### config.mk
export PLATFORM = sky130hd
export DESIGN_NAME = instr_mem_loader
export DESIGN_NICKNAME = d
export VERILOG_FILES = /design/src/rtl/instr_mem_loader.sv
export SDC_FILE = /design/constraint.sdc
export NUM_CORES = 1
export LEC_CHECK = 0
export CAP_MARGIN = 20
export CORE_MARGIN = 2
export CORE_UTILIZATION = 55
export DETAILED_ROUTE_END_ITERATION = 8
export PLACE_DENSITY = 0.87
export SYNTH_ARGS = -nofsm -noshare
export SYNTH_HDL_FRONTEND = slang
export SYNTH_SLANG_ARGS = --single-unit
### constraint.sdc
create_clock -name clk -period 2.9 [get_ports clk]
set_clock_uncertainty 0.2 [all_clocks]
set_input_delay 0.58 -clock clk [delete_from_list [all_inputs] [get_ports clk]]
set_output_delay 0.58 -clock clk [all_outputs]
set_load 0.02 [all_outputs]
### src/rtl/instr_mem_loader.sv
// Purpose : byte-stream loader that fills the CPU instruction memory (header = word count, then LE words).
// Latency : 4th byte of a word accepted at edge t -> wr_en high during cycle t+1; 5 cycles/word streaming.
// Backpressure: in_ready is registered and depends only on state; it drops for the one-cycle write slot.
//
// Ports:
//   clk, rst            rising-edge clock, synchronous active-high reset
//   start               begin a load (only honoured in IDLE or DONE)
//   in_valid/in_data    byte stream source, in_ready = loader accepts a byte this cycle
//   wr_en/wr_addr/wr_data  one-cycle instruction memory write port
//   busy                load in progress (drives CPU hold)
//   done                load complete (level)
//   err                 checksum mismatch (level)
// Optional feature: define LOADER_CHECKSUM_EN to expect a trailing XOR checksum byte
// after the last word; otherwise err is tied low and the last write ends the load.

module instr_mem_loader #(
  parameter int ADDR_W = 6
) (
  input  logic              clk,
  input  logic              rst,
  input  logic              start,
  input  logic              in_valid,
  input  logic [7:0]        in_data,
  output logic              in_ready,
  output logic              wr_en,
  output logic [ADDR_W-1:0] wr_addr,
  output logic [31:0]       wr_data,
  output logic              busy,
  output logic              done,
  output logic              err
);

  localparam int DEPTH = 2 ** ADDR_W;

  typedef enum logic [2:0] {
    IDLE,
    HDR,
    BYTES,
    WRITE,
`ifdef LOADER_CHECKSUM_EN
    CHK,
`endif
    DONE
  } state_t;

  state_t            state;
  logic [1:0]        byte_idx;
  logic [23:0]       word_buf;   // lower three bytes of the word being assembled
  logic [ADDR_W-1:0] last_addr;  // address of the final word of this load
  logic              take;

`ifdef LOADER_CHECKSUM_EN
  logic [7:0]        csum;
`else
  assign err = 1'b0;
`endif

  // in_ready is a register, so this is a pure AND with no path back to in_valid.
  assign take = in_valid && in_ready;

  always_ff @(posedge clk) begin
    if (rst) begin
      state     <= IDLE;
      in_ready  <= 1'b0;
      wr_en     <= 1'b0;
      wr_addr   <= '0;
      wr_data   <= '0;
      busy      <= 1'b0;
      done      <= 1'b0;
      byte_idx  <= '0;
      word_buf  <= '0;
      last_addr <= '0;
`ifdef LOADER_CHECKSUM_EN
      csum      <= '0;
      err       <= 1'b0;
`endif
    end else begin
      wr_en <= 1'b0;
      case (state)
        IDLE, DONE: begin
          if (start) begin
            state    <= HDR;
            busy     <= 1'b1;
            in_ready <= 1'b1;
            done     <= 1'b0;
            byte_idx <= '0;
            wr_addr  <= '0;
`ifdef LOADER_CHECKSUM_EN
            err      <= 1'b0;
            csum     <= '0;
`endif
          end
        end

        HDR: begin
          if (take) begin
            // A count of 0 (or anything beyond the memory) means a full-depth
            // load, so the address never has to wrap.
            if (in_data == 8'd0 || int'(in_data) > DEPTH) begin
              last_addr <= '1;
            end else begin
              last_addr <= ADDR_W'(in_data - 8'd1);
            end
            state <= BYTES;
`ifdef LOADER_CHECKSUM_EN
            csum  <= csum ^ in_data;
`endif
          end
        end

        BYTES: begin
          if (take) begin
`ifdef LOADER_CHECKSUM_EN
            csum <= csum ^ in_data;
`endif
            if (byte_idx == 2'd3) begin
              // Last byte goes straight into the output word; wr_data then
              // holds until the next word completes.
              wr_data  <= {in_data, word_buf};
              wr_en    <= 1'b1;
              in_ready <= 1'b0;
              byte_idx <= '0;
              state    <= WRITE;
            end else begin
              case (byte_idx)
                2'd0:    word_buf[7:0]   <= in_data;
                2'd1:    word_buf[15:8]  <= in_data;
                default: word_buf[23:16] <= in_data;
              endcase
              byte_idx <= byte_idx + 2'd1;
            end
          end
        end

        WRITE: begin
          if (wr_addr == last_addr) begin
`ifdef LOADER_CHECKSUM_EN
            state    <= CHK;
            in_ready <= 1'b1;
`else
            state    <= DONE;
            busy     <= 1'b0;
            done     <= 1'b1;
`endif
          end else begin
            wr_addr  <= wr_addr + ADDR_W'(1);
            in_ready <= 1'b1;
            state    <= BYTES;
          end
        end

`ifdef LOADER_CHECKSUM_EN
        CHK: begin
          if (take) begin
            err      <= (in_data != csum);
            in_ready <= 1'b0;
            busy     <= 1'b0;
            done     <= 1'b1;
            state    <= DONE;
          end
        end
`endif

        default: begin
          state    <= IDLE;
          in_ready <= 1'b0;
          busy     <= 1'b0;
        end
      endcase
    end
  end

endmodule

# After elaboration in Yosys (flattened, before gate mapping)
# Index checks and enable logic that the tools add are counted.
[classes] magnitude_cmp=1 eq_ne=13 shifts=0 bitwise=6 reduce_logical=22 multipliers=0 muxes=25 add_sub_neg=3 div=0
[ops] op="2-to-1 mux 6 bit" count=3
[ops] op="AND reduction 4 bit" count=4
[ops] op="2-to-1 mux 3 bit" count=5
[ops] op="AND reduction 3 bit" count=5
[ops] op="inequality test 2 bit, second input constant" count=6
[ops] op="one-hot mux 3 bit (4 select lines)" count=1
[ops] op="one-hot mux 6 bit (2 select lines)" count=1
[ops] op="greater-than comparator 8 x 7 -> 1 bit, second input constant" count=1
[ops] op="logical NOT 8 bit" count=1
[ops] op="2-to-1 mux 1 bit" count=8
[ops] op="adder 6 x 1 -> 6 bit, second input constant" count=1
[ops] op="== test 3 x 2 -> 1 bit, second input constant" count=2
[ops] op="== test 6 bit" count=1
[ops] op="2-to-1 mux 2 bit" count=3
[ops] op="inverter 1 bit" count=6
[ops] op="OR reduction 2 bit" count=3
[ops] op="subtractor 6 x 1 -> 6 bit, second input constant" count=1
[ops] op="AND reduction 5 bit" count=1
[ops] op="one-hot mux 1 bit (4 select lines)" count=1
[ops] op="one-hot mux 2 bit (2 select lines)" count=1
[ops] op="nonzero test 2 bit" count=2
[ops] op="== test 3 x 1 -> 1 bit, second input constant" count=1
[ops] op="== test 3 bit, second input constant" count=1
[ops] op="logical NOT 3 bit" count=1
[ops] op="other kinds (10)" count=10
[word_totals] ram_bits=0 romBits=0 memories=0 latch_bits=0 ff_bits=77 out_inout_bits=43

# Longest topological paths before layout
# Gate-level depths: netlist of run 1.
[depth] ltp_word=4 mapped_depth=7 ltp_nobuf=6

# Worst setup path after synthesis of run 1
# No wires, ideal clock.
[synth_path] path_kind="in2reg" from="input port in_data[3]" to="register last_addr[0]" required_ps=2560 slack_ps=1036 stages=6 arrival_ps=1524 setup_ps=140 n_path_buf=1 path_cell_list="clkbuf_1 > nor2_1 > nand3_1 > xnor2_1 > nor4_2 > a211oi_1"
[synth_via] elab_chain_len=3
[synth_rtl] element="from (decl)" line="23" rtl="input logic [7:0] in_data,"
[synth_rtl] element="greater-than comparator 8 x 7 -> 1 bit / logical NOT 8 bit (equally long branches)" line="99" rtl="if (in_data == 8'd0 || int'(in_data) > DEPTH) begin"
[synth_rtl] element="logical OR 1 bit *" line="99"
[synth_rtl] element="2-to-1 mux 6 bit *" line="99"
[synth_rtl] element="to (signal assigned)" line="102" rtl="last_addr <= ADDR_W'(in_data - 8'd1);"
[synth_rtl] element="to (decl)" line="49" rtl="logic [ADDR_W-1:0] last_addr;"
# Mark *: on every way between the ends. The rest lies on a longest branch, timed or not.
# A chain may end at the register's enable or synchronous reset.

# Worst setup path in the final report of run 1
[layout_path] from="input port in_data[1]" to="register last_addr[1]"
[layout_via] elab_chain_len=3
[layout_rtl] element="greater-than comparator 8 x 7 -> 1 bit / logical NOT 8 bit (equally long branches)" line="99"
[layout_rtl] element="logical OR 1 bit" line="99"
[layout_rtl] element="2-to-1 mux 6 bit *" line="99"
# Marked as above.

==> metrics.sh, run 1 <==
STATUS='complete, no violations'
DETAIL_ROUTE.FIRST_PASS.ITERATIONS=5
CTS-BUFFERS-INSERTED=9
SYNTH-ASYNC-RESET-RATIO_PCT=0
WORSTSETUPPATHDEPTH=7
DETAILEDPLACE.WORSTSLACK_NS=0.279
POSTLAYOUTSETUPSLACKWORST_NS=0.604
GRT_START_MAX_NET_PINS=54
CLOCK.FMAX_MHz=436
SYNTH.CELL_AREA_UM2=3130
WORSTMARGINPINSLEW_NS=0.573
CTS_HOLD_BUF=0
START_KIND='primary input'
RSZ0062_AT_GRT='no'
BOUNDARYPINS=55
TIMING.SLEW.HEADROOM_PCT=61.5
YOSYS.AREA.TOP_TYPE_SHARE_PCT=49.2
CP.ARRIVAL_NS=2.30
MOST_COMMON_CELL_AFTER_LAYOUT_FILL_AND_TAPS_ASIDE='nand2_1'
REG2REG_FROM='state[1]$_SDFFE_PP0P_'
CLKTRANSATPATHREGS_NS=0.07
WORSTPATHCELLLIST='clkdlybuf4s50_1 > inv_1 > ha_1 > nand3_1 > xnor2_1 > nor4_2 > a211oi_1'
CRITICAL-PATH-SLOWEST-CELL='clkdlybuf4s50_1'
FLOORPLAN.DIE.HEIGHT_UM=79.5
ANTENNA_FOUND_INITIAL=0
DETAIL-ROUTE-ANTENNA-NETS=0
PLACEMENTROWS=27
TRITONCTS='built'
TOTAL_CORE_AREA_UM2=5510
MOSTFREQUENTLAYOUTCELLS='nand2_1, dfxtp_1, a21oi_1'
STARTPOINT='in_data[1]'
CPLARGESTDELAYFAMILY='buffers and inverters'
SYNTH_ENABLE_FLOP_CELLS=0
SYNTH_FF_TYPE='dfxtp_1'
WORST_SKEW_PAIR.LATE_LATENCY_NS=0.35
PEAKVDDDROP_V=0.000311
FINALNETCOUNT=446
TOTAL_SETUP_BUFFERS_INSERTED_AFTER_CTS=0
POWER.DENSITY_CELL_AREA_nW_PER_UM2=529
DETAIL_ROUTE.VIAS_PER_CELL=5.59
TOTAL_LEAKAGE_POWER_nW=1.35
SLEW_VIOL_FINAL=0
FF2FF_PATH_DEPTH=5
POSTSYNTHCELLCOUNT=379
SYNTHESIZED_NET_COUNT=398
SETUP_VIOL=0
SYNTHTOPCELLSBYAREA='dfxtp_1, nand2_1, a21oi_1, nor2_1, nand3_1'
POSTLAYOUTCOREUTIL_PCT=71.6
YS_WARN_COUNT=0
POSTCTSRESIZEDCELLS=0
PERIOD_MINUS_SLACK_NS=2.30
SETUP.WORST_PATH.CLASS='in2reg'
TOTAL_DIE_AREA_UM2=6320
CRITPATHMAXSTAGEDELAY_NS=0.62
CAP_VIOLATIONS=0
DRT_FIRST_ITER_VIOLATIONS=210
DP_CELLS=488
NUMCLOCKSINKS=77
GRT_FIRST_PASS_WIRELENGTH_MM=12.1
CTS_BUFFER_DEPTH=2
FIRST_GLOBAL_VIAS=2597
POST_LAYOUT_NONFILLER_INSTANCES=503
ANTENNA_CELLS=0
YOSYS.CELL_TYPES.COUNT=42
SYNTH_TOP_CELL_BY_AREA='dfxtp_1'
REG2REG_TO='word_buf[21]$_SDFFE_PP0P_'
WORST-ENDPOINT-REQUIRED_NS=2.90
SETUP_TNS_NS=0
ROUTED_WIRE_LENGTH_MM=7.41
PLACE.PORT_BUFFERS=53
FLOORPLAN.INITIALDENSITY_PCT=56.9
AREA.GROWTH.SYNTH_TO_FINAL_PCT=25.8
CRITICAL_PATH.MAX_FANOUT=6
DETAILEDPLACEMENTHPWL_MM=4.93
DETAIL_ROUTE.WL_PER_CELL_UM=14.7
SYNTH_SEQ_AREA_SHARE_PCT=49.2
COMBINED_GLOBAL_ROUTE_UTILIZATION_OF_ALL_METAL_LAYERS_PCT=24.6
DIE_WIDTH_UM=79.5
NUMBER_OF_FAILING_HOLD_ENDPOINTS_AT_THE_FINAL_STAGE=0
CRIT_PATH_END_KIND='register'
WORST-R2R-SETUP-SLACK_NS=0.91
VIAS=2811
WORST_HOLD_PATH_TYPE='reg2reg'
CTS-HTREE-LEVELS=3
ROOT_BUFFER='clkbuf_8'
YOSYS_REGISTER_BITS=77
TOTAL_GRT_OVERFLOW=0
FINAL_MIN_PERIOD_OVER_CLOCK_PERIOD_PCT=79.2
CRITICAL_PATH_BUF_INV_COUNT=2
SETUP.WORST_PATH.END='last_addr[1]$_SDFFE_PP0P_'
RESIDUAL_DRC=0
DRIVE_GT1_SHARE_PCT=6.26
SYNTH_AREA_PER_CELL_UM2=8.27
GP_CONGESTION=0.839
==> power by group <==
part,internal [mW],switching [mW]
clock network,0.502,0.373
logic,0.0503,0.0817
registers,1.07,0.0124
==> through the flow <==
stage / instance area [um^2] / hold slack, ns / power, mW
5_1_grt: 3940 / 0.274 / 2.15
2_1_floorplan: 3130 / 0.231 / 1.18
4_1_cts: 3940 / 0.256 / 2.09
3_5_place_dp: 3730 / 0.247 / 1.23
6_report: 3940 / 0.254 / 2.09
3_3_place_gp: 3730 / 0.244 / 1.23
==> layout make-up <==
type	count	area [um^2]
Multi-Input combinational cell	272	1460
Fill cell	420	1570
Clock buffer	11	141
Sequential cell	77	1540
Tap cell	72	90.1
Clock inverter	4	72.6
Inverter	6	22.5
Timing Repair Buffer	61	611
==> tightest hold or removal path: cells and delay by family (launching register included) <==
kind / cells / cell delay [ns]
flops: 1 / 0.31
simple gates: 1 / 0.05
compound gates: 1 / 0.05
==> state kept, by name (all words and copies together), names as in the netlist <==
signal / flops
wr_en: 1
wr_data: 32
in_ready: 1
byte_idx: 2
wr_addr: 6
last_addr: 6
done: 1
word_buf: 24
busy: 1
state: 3
==> cell usage after synthesis, types with 4 or more instances <==
| cell type | count |
|---|---|
| a211oi_1 | 7 |
| dfxtp_1 | 77 |
| mux2i_1 | 8 |
| clkbuf_1 | 15 |
| a21oi_1 | 58 |
| inv_1 | 6 |
| buf_2 | 7 |
| xor2_1 | 8 |
| nand2_1 | 92 |
| ha_1 | 7 |
| nor2_1 | 30 |
| and2_1 | 4 |
| nand3_1 | 20 |
==> kinds of logic (layout without fill, tap and decap cells) <==
| family | count (synthesis) | after routing | synth area share (%) |
|---|---|---|---|
| flops | 77 | 77 | 49.2 |
| mux | 8 | 8 | 2.56 |
| fa+ha+maj | 7 | 7 | 2.80 |
| compound gates | 82 | 82 | 15.1 |
| simple gates | 163 | 163 | 23.0 |
| xor+xnor | 11 | 11 | 3.08 |
| other cells | 1 | 1 | 0.120 |
| buf+inv | 30 | 82 | 4.11 |
==> metal layers <==
metal	routed length, um	up-vias	part of all wire [%]	global-route usage (%)
met4	228	0	3.1	14.8
met2	3450	101	47	37.9
li1	-	1368	-	-
met3	427	24	5.8	4.64
met5	0	-	0	0
met1	3300	1318	45	31.9
==> worst min-delay path by stage <==
| stage | startpoint | to | slack [ns] | depth (start not counted) |
|---|---|---|---|---|
| 2_1_floorplan | word_buf[16]$_SDFFE_PP0P_ | wr_data[16]$_SDFFE_PP0P_ | 0.23 | 2 |
| 3_3_place_gp | done$_SDFFE_PP0P_ | done$_SDFFE_PP0P_ | 0.24 | 2 |
| 3_5_place_dp | wr_data[31]$_SDFFE_PP0P_ | wr_data[31]$_SDFFE_PP0P_ | 0.25 | 2 |
| 4_1_cts | wr_data[18]$_SDFFE_PP0P_ | wr_data[18]$_SDFFE_PP0P_ | 0.26 | 2 |
| 5_1_grt | word_buf[2]$_SDFFE_PP0P_ | word_buf[2]$_SDFFE_PP0P_ | 0.27 | 2 |
| 6_report | wr_data[0]$_SDFFE_PP0P_ | wr_data[0]$_SDFFE_PP0P_ | 0.25 | 2 |
Power figures use the tool's default switching activity.
==> inputs of run 2 (changes only) <==
CORE_UTILIZATION = 47   (was 55)
PLACE_DENSITY = 0.79   (was 0.87)
clock period = 1.9 ns   (was 2.9 ns; I/O delays follow)
==> metrics.sh, run 2 (synthesis results as in run 1) <==
STATUS='complete, no violations'
TOTAL_LEAKAGE_POWER_nW=1.84
COMBINED_GLOBAL_ROUTE_UTILIZATION_OF_ALL_METAL_LAYERS_PCT=21.8
AREA.GROWTH.SYNTH_TO_FINAL_PCT=31.6
RSZ0062_AT_GRT='yes'
GRT_FIRST_PASS_WIRELENGTH_MM=12.7
SETUP_VIOL=0
POWER.DENSITY_CELL_AREA_nW_PER_UM2=722
BOUNDARYPINS=55
CRITICAL-PATH-SLOWEST-CELL='clkdlybuf4s50_1'
DETAIL_ROUTE.WL_PER_CELL_UM=14.4
PEAKVDDDROP_V=0.000526
DIE_WIDTH_UM=85.6
DETAILEDPLACEMENTHPWL_MM=5.28
CLOCK.FMAX_MHz=538
LARGEST-REGISTER='wr_data'
TOTAL_CORE_AREA_UM2=6390
SETUP.WORST_PATH.CLASS='reg2out'
ROUTED_WIRE_LENGTH_MM=7.63
CRITICAL_PATH_BUF_INV_COUNT=1
ANTENNA_CELLS=0
POST_LAYOUT_NONFILLER_INSTANCES=529
CPLARGESTDELAYFAMILY='buffers and inverters'
FLOORPLAN.DIE.HEIGHT_UM=85.6
GRT_START_MAX_NET_PINS=60
WORSTPATHCELLLIST='clkdlybuf4s50_1'
WORST_HOLD_PATH_TYPE='in2reg'
START_KIND='register'
FLOORPLAN.INITIALDENSITY_PCT=49.1
ROOT_BUFFER='clkbuf_8'
TOTAL_GRT_OVERFLOW=0
FINALNETCOUNT=466
DP_CELLS=513
DETAIL_ROUTE.VIAS_PER_CELL=5.35
RESIDUAL_DRC=0
LARGEST_REG_FLOPS=32
NUMBER_OF_FAILING_HOLD_ENDPOINTS_AT_THE_FINAL_STAGE=0
CRIT_PATH_END_KIND='primary output'
PLACEMENTROWS=29
POSTLAYOUTSETUPSLACKWORST_NS=0.0426
LARGESTREGISTERS='wr_data (32), word_buf (24)'
WORST-ENDPOINT-REQUIRED_NS=1.32
PERIOD_MINUS_SLACK_NS=1.86
DRIVE_GT1_SHARE_PCT=11.1
DETAILEDPLACE.WORSTSLACK_NS=-0.366
CLKTRANSATPATHREGS_NS=0.08
CAP_VIOLATIONS=0
TOTAL_DIE_AREA_UM2=7340
NUMCLOCKSINKS=77
CP.ARRIVAL_NS=1.28
CRITICAL_PATH.MAX_FANOUT=2
CTS-BUFFERS-INSERTED=9
CRITPATHMAXSTAGEDELAY_NS=0.60
ANTENNA_FOUND_INITIAL=0
SLEW_VIOL_FINAL=0
FIRST_GLOBAL_VIAS=2644
DETAIL_ROUTE.FIRST_PASS.ITERATIONS=4
PLACE.PORT_BUFFERS=53
MOSTFREQUENTLAYOUTCELLS='nand2_1, dfxtp_1, a21oi_1'
DRT_FIRST_ITER_VIOLATIONS=144
TOTALPOWERFINAL_mW=2.98
GP_CONGESTION=0.848
FINAL_MIN_PERIOD_OVER_CLOCK_PERIOD_PCT=97.8
DETAIL-ROUTE-ANTENNA-NETS=0
MOST_COMMON_CELL_AFTER_LAYOUT_FILL_AND_TAPS_ASIDE='nand2_1'
WORST_SKEW_PAIR.LATE_LATENCY_NS=0.34
VIAS=2832
CTS-HTREE-LEVELS=3
TRITONCTS='built'
CTS_BUFFER_DEPTH=2
run 2: cell count changes in the layout (fill, tap and decap cells not counted), sizes merged:
cell           change
dlygate4sd2       +13
dlymetal6s2s      +18
clkdlybuf4s50     -31
bufinv             -2
clkbuf             -1
clkinvlp           +1
clkinv             +3
buf               +20
run 2: final cells by class:
type | instances | area (um^2)
Clock buffer | 10 | 138
Clock inverter | 6 | 38.8
Fill cell | 531 | 2260
Inverter | 6 | 22.5
Multi-Input combinational cell | 272 | 1470
Sequential cell | 77 | 1540
Tap cell | 77 | 96.3
Timing Repair Buffer | 81 | 815
run 2: per-stage QoR:
| step | area, um^2 | utilization, % | hold WS [ns] | TNS (ns) |
|---|---|---|---|---|
| global route | 4120 | 64.6 | 0.249 | -0.585 |
| floorplan | 3130 | - | 0.231 | 0 |
| detailed placement | 3910 | 61.2 | 0.245 | -12.96 |
| finish | 4120 | 64.6 | 0.215 | 0 |
| global placement | 3910 | 61.2 | 0.243 | -10.91 |
| CTS | 4070 | 63.7 | 0.209 | 0 |
run 2: layer usage:
| layer | wire length, um | track usage [%] | up-vias |
|---|---|---|---|
| met5 | 0 | 0 | - |
| met1 | 3460 | 29.1 | 1310 |
| li1 | - | - | 1416 |
| met4 | 162 | 9.24 | 0 |
| met2 | 3530 | 34.7 | 90 |
| met3 | 473 | 4.23 | 16 |
run 2: power breakdown:
part           switching [mW]  internal, mW  leakage, nW  total (mW)
combinational           0.131        0.0929         1.13       0.224
clock                   0.602         0.505       0.0880        1.11
sequential             0.0188          1.63        0.622        1.65
total                   0.752          2.22         1.84        2.98
run 2: path summary, 6_finish.rpt:
kind                                                 from                  endpoint  slack, ns  depth (start not counted)
worst max-delay path              wr_data[3]$_SDFFE_PP0P_                wr_data[3]       0.04                          1
worst min-delay path                                  rst         done$_SDFFE_PP0P_       0.22                          2
worst max register to register      state[0]$_SDFFE_PP0P_   wr_addr[4]$_SDFFE_PP0P_       0.10                          4
worst min register to register  word_buf[14]$_SDFFE_PP0P_  wr_data[14]$_SDFFE_PP0P_       0.25                          2
run 2: what timing repair did:
item,CTS,global route
setup buffers,0,0
resized for setup,13,20
hold buffers,0,0
endpoints found under the setup margin,13,43
cloned,0,0
